`config.mk`:
```
export PLATFORM = sky130hd
export DESIGN_NAME = rf_write_arbiter
export DESIGN_NICKNAME = d
export VERILOG_FILES = /design/src/rtl/rf_write_arbiter.sv
export SDC_FILE = /design/constraint.sdc
export NUM_CORES = 1
export LEC_CHECK = 0
export CAP_MARGIN = 10
export CORE_UTILIZATION = 39
export DETAILED_ROUTE_END_ITERATION = 10
export GPL_ROUTABILITY_DRIVEN = 0
export GPL_TIMING_DRIVEN = 0
export PLACE_DENSITY = 0.76
export SLEW_MARGIN = 10
export SYNTH_ARGS = -nofsm -noshare
export SYNTH_HDL_FRONTEND = slang
export SYNTH_SLANG_ARGS = --single-unit
```
`constraint.sdc`:
```
create_clock -name clk_i -period 1.5 [get_ports clk_i]
set_clock_uncertainty 0.2 [all_clocks]
set_input_delay 0.45 -clock clk_i [delete_from_list [all_inputs] [get_ports clk_i]]
set_output_delay 0.45 -clock clk_i [all_outputs]
set_load 0.02 [all_outputs]
```
`src/rtl/rf_write_arbiter.sv`:
```
`default_nettype none
// ============================================================================
// Module   : rf_write_arbiter
// Purpose  : Round-robin arbiter sharing the single register-file write port
//            between the pipeline writeback stage (port A) and the
//            multi-cycle execution unit (port B). Holds a pending-write
//            scoreboard that decode uses to stall on outstanding writes.
// Options  : RF_ZERO_LOCK_EN - register 0 is hardwired: granted writes to
//            it are handshaken but never issued; reserves of it are ignored.
// Revision : 1.0 - initial release
// ============================================================================
module rf_write_arbiter #(
  parameter int NREGS = 16,
  parameter int DW    = 16,
  localparam int IW   = $clog2(NREGS)
) (
  input  logic             clk_i,
  input  logic             rst_ni,
  input  logic             a_req_i,
  input  logic [IW-1:0]    a_reg_i,
  input  logic [DW-1:0]    a_data_i,
  output logic             a_gnt_o,
  input  logic             b_req_i,
  input  logic [IW-1:0]    b_reg_i,
  input  logic [DW-1:0]    b_data_i,
  output logic             b_gnt_o,
  input  logic             rsv_valid_i,
  input  logic [IW-1:0]    rsv_reg_i,
  output logic             RegWrite_o,
  output logic [IW-1:0]    write_register_o,
  output logic [DW-1:0]    write_data_o,
  output logic [NREGS-1:0] pending_o,
  output logic             rsv_err_o
);

  localparam logic [NREGS-1:0] ONE_HOT0 = {{(NREGS-1){1'b0}}, 1'b1};

  logic             prio_q, prio_d;
  logic             regwrite_q, regwrite_d;
  logic [IW-1:0]    wreg_q, wreg_d;
  logic [DW-1:0]    wdata_q, wdata_d;
  logic [NREGS-1:0] pending_q, pending_d;
  logic             rsv_err_q, rsv_err_d;

  logic             gnt_any;
  logic [IW-1:0]    gnt_reg;
  logic [DW-1:0]    gnt_data;
  logic             issue;
  logic             rsv_eff;
  logic [NREGS-1:0] clr_vec;
  logic [NREGS-1:0] set_vec;
  logic             same_reg_clear;

  // Grant selection, write issue and scoreboard next-state.
  always_comb begin
    // prio=0 favours A, prio=1 favours B; only matters when both request.
    a_gnt_o  = a_req_i & (~b_req_i | ~prio_q);
    b_gnt_o  = b_req_i & (~a_req_i | prio_q);
    gnt_any  = a_gnt_o | b_gnt_o;
    gnt_reg  = b_gnt_o ? b_reg_i  : a_reg_i;
    gnt_data = b_gnt_o ? b_data_i : a_data_i;

    // After a contended grant prio points at the loser: A won -> 1, B won -> 0.
    prio_d = (a_req_i & b_req_i) ? a_gnt_o : prio_q;

`ifdef RF_ZERO_LOCK_EN
    // Register 0 is constant: still handshake, but never write or reserve it.
    issue   = gnt_any & (gnt_reg != '0);
    rsv_eff = rsv_valid_i & (rsv_reg_i != '0);
`else
    issue   = gnt_any;
    rsv_eff = rsv_valid_i;
`endif

    regwrite_d = issue;
    wreg_d     = gnt_any ? gnt_reg  : wreg_q;
    wdata_d    = gnt_any ? gnt_data : wdata_q;

    // Set is OR-ed in after the clear so a same-cycle reserve keeps the bit.
    clr_vec   = gnt_any ? (ONE_HOT0 << gnt_reg)   : '0;
    set_vec   = rsv_eff ? (ONE_HOT0 << rsv_reg_i) : '0;
    pending_d = (pending_q & ~clr_vec) | set_vec;

    // A reserve racing the completing write of the same register is not a
    // double reservation: the old write retires on this very edge.
    same_reg_clear = gnt_any & (gnt_reg == rsv_reg_i);
    rsv_err_d      = rsv_err_q |
                     (rsv_eff & pending_q[rsv_reg_i] & ~same_reg_clear);
  end

  // State registers; reset drops any in-flight write immediately.
  always_ff @(posedge clk_i or negedge rst_ni) begin
    if (!rst_ni) begin
      prio_q     <= 1'b0;
      regwrite_q <= 1'b0;
      wreg_q     <= '0;
      wdata_q    <= '0;
      pending_q  <= '0;
      rsv_err_q  <= 1'b0;
    end else begin
      prio_q     <= prio_d;
      regwrite_q <= regwrite_d;
      wreg_q     <= wreg_d;
      wdata_q    <= wdata_d;
      pending_q  <= pending_d;
      rsv_err_q  <= rsv_err_d;
    end
  end

  assign RegWrite_o       = regwrite_q;
  assign write_register_o = wreg_q;
  assign write_data_o     = wdata_q;
  assign pending_o        = pending_q;
  assign rsv_err_o        = rsv_err_q;

endmodule
`default_nettype wire

```
==> impl_results.md <==
* CTS sink cnt at 39
* Syn-to-layout area delta at 79.94%
* Crit path DAT at 1.22 ns
* Crit Path Max Fanout at 4
* Vias/cell at 5.745
* Synthesized area at about 0.0022 sq mm
* H-tree depth at 2
* Commonest non-fill, non-tap cells in the layout: buf_6, dfrtp_1, clkdlybuf4s50_1
* IO Pins at 89
* RSZ-0062 raised after global routing: yes
* Detailed Routing Iterations Pass 1 at 4
* Synth warn at 0
* Worst setup SP type: flip-flop
* Worst Setup Slack, final at -0.3722 ns
* Gr usage total at 27.15%
* Max_cap viols at 0
* Number of synthesized flops with an enable pin at 0
* Worst Tran Pin Value at between 0.4 and 0.5 ns
* Fmax at 534.1 MHz
* Clk slew on worst S/H paths at 0.08 ns
* Num CTS Buffers at 5
* DRC viols at 0
* NumNets Final at ~430
* Root Driver: clkbuf_8
* Share of cells above drive strength 1 at 40.05%
* Fillers at around 370
* Die height at 77.14 um
* DRT antenna net count at 0
* CTS tree: yes
* Post-Syn Instances at 255
* Syn Nets at 304
* Final Hold Fails at 0
* Core ar. at around 0.0053 sq mm
* # port buffers at between 80 and 90
* Top_reg_cell synth: dfrtp_1
* Maximum VDD drop at around 0.87 mV
* Total wire length at ~8000 um
* Row cnt at 26
* DR WL/cell at between 15 and 20 um
* Clock Path Buffers at 2
* Async S/R FF share, synth at 100.0%
* Final setup viols at 42
* Via count at around 2600
* Relative slew margins at around 68%
* First-pass GRT wire length at between 10000 and 15000 um
* Crit path launch: prio_q
* Crit path capture type: primary output
* Overflow after GRT at 0
* CP peak stage delay at ~0.43 ns
* Register area share after synthesis at between 40 and 50%
* Cell Pwr Density at 1246 mW/mm^2
* Synth unique cells at 46
* Die width at between 70 and 80 um
* Synth Register Bits at 39
* Status: complete, but fails checks
* Vias in the first global route at 2556
* Critical Path RT at roughly 0.85 ns
* # diodes at 0
* Hold Path Class: reg -> reg
* Most common cell after layout, fill and taps aside: buf_6
* Synth Area per Inst at between 8 and 9 sq um
* Failing checks: negative setup slack
* 1st-iter DRT viols at about 160
* Final period util at 124.8%
* Post-DP HPWL at approximately 5100 um
* Static Leak at roughly 0.0017 uW
* Final Max Slew Viols at 0
* Reg-to-reg startpoint: prio_q
* Cell-by-cell trace of the critical path: a21bo_4 > buf_8 > clkinv_4 > buf_6
* Hold path startpoint: pending_o[15]
* Initial Util at 41.79%
* Crit path time final at between 1.5 and 2 ns
* Worst setup path category: reg -> out
* Clock Latency Late Sink at about 0.29 ns
* Full die area at ~0.0060 sq mm
* Final Power at around 5000 uW
* Final core utilization at about three quarters
* Largest net degree at the start of global routing at 23
* Crit-path slowest cell: dfrtp_1
* Initial antenna violation count at 0
## power breakdown
part / internal [uW] / total (uW) / leakage [uW] / switching (uW)
Combinational: 1330 / 2620 / 0.00118 / 1300
Sequential: 1350 / 1610 / 0.000449 / 259
Clock: 327 / 709 / 0.0000422 / 382
## routing by layer
layer	global-route usage, %	vias up	wire [um]
met5	0	-	0
li1	-	1174	-
met2	43.89	119	4095
met3	4.286	19	485
met1	36.14	1256	3405
met4	10.94	0	201
## flip-flops by register name (all words and copies together) (netlist names)
| register | cells |
|---|---|
| rsv_err_o | 1 |
| prio_q | 1 |
| RegWrite_o | 1 |
| pending_o | 16 |
| write_register_o | 4 |
| write_data_o | 16 |
## final timing paths
path	slack, ns	cells past startpoint	end
setup / recovery	-0.37	4	a_gnt_o
max in group asynchronous	0.15	3	pending_o[4]
setup reg to reg	-0.28	8	pending_o[5]
hold reg to reg	0.36	2	pending_o[15]
hold / removal	0.36	2	pending_o[15]
min in group asynchronous	0.47	2	write_data_o[2]
## Yosys cell counts, types with 5 or more instances
cell type,instances,area share [%]
buf_2,7,1.6
a31oi_1,19,5.4
xnor2_1,5,2.0
clkbuf_1,5,0.85
inv_1,20,3.4
o21ai_0,32,7.3
nor2_1,24,4.1
nand2_1,12,2.0
o22ai_1,16,4.5
dfrtp_1,39,44
a21oi_1,24,5.5
## repair_timing
| action | CTS | global route |
|---|---|---|
| endpoints found under the hold margin | 17 | 0 |
| hold buffers | 1 | 0 |
| resized for setup | 290 | 75 |
| pin swaps | 18 | 25 |
| endpoints found under the setup margin | 79 | 76 |
| setup buffers | 13 | 15 |
## area by class of cell
class	instances	area (sq um)	area share [%]
Clock inverter	1	5.005	0.1263
Multi-Input combinational cell	178	1430	36.09
Buffer	14	133.9	3.379
Inverter	23	97.59	2.463
Sequential cell	39	978.4	24.69
Tap cell	70	87.58	2.210
Timing Repair Buffer	115	1154	29.11
Clock buffer	7	76.32	1.926
## per-stage QoR
stage          TNS [ns]  worst slack, ns  area, sq um  hold WS (ns)  cells
2_1_floorplan   -0.6114          -0.1166         2305      -0.04559    255
3_3_place_gp     -81.85           -1.373         3273        0.3120    413
3_5_place_dp     -35.23           -1.356         3296        0.2285    414
4_1_cts          -4.044          -0.3706         3660        0.3301    435
5_1_grt          -7.076          -0.4002         3963        0.3804    447
6_report         -4.916          -0.3722         3963        0.3568    447
## critical path, delay by kind of cell (launching register included)
kind | cells | cell delay [ns]
DFF | 1 | 0.43
AOI/OAI and AO/OA | 1 | 0.24
buffers and inverters | 3 | 0.25
## cell families after synthesis
group           after synthesis  share of synthesized area [%]
simple gates                 60                          13.52
flops                        39                          44.32
compound gates              106                          28.13
buf+inv                      38                          7.215
mux                           6                          4.432
xor+xnor                      6                          2.386
No activity file was read; power rests on OpenSTA's default activity.
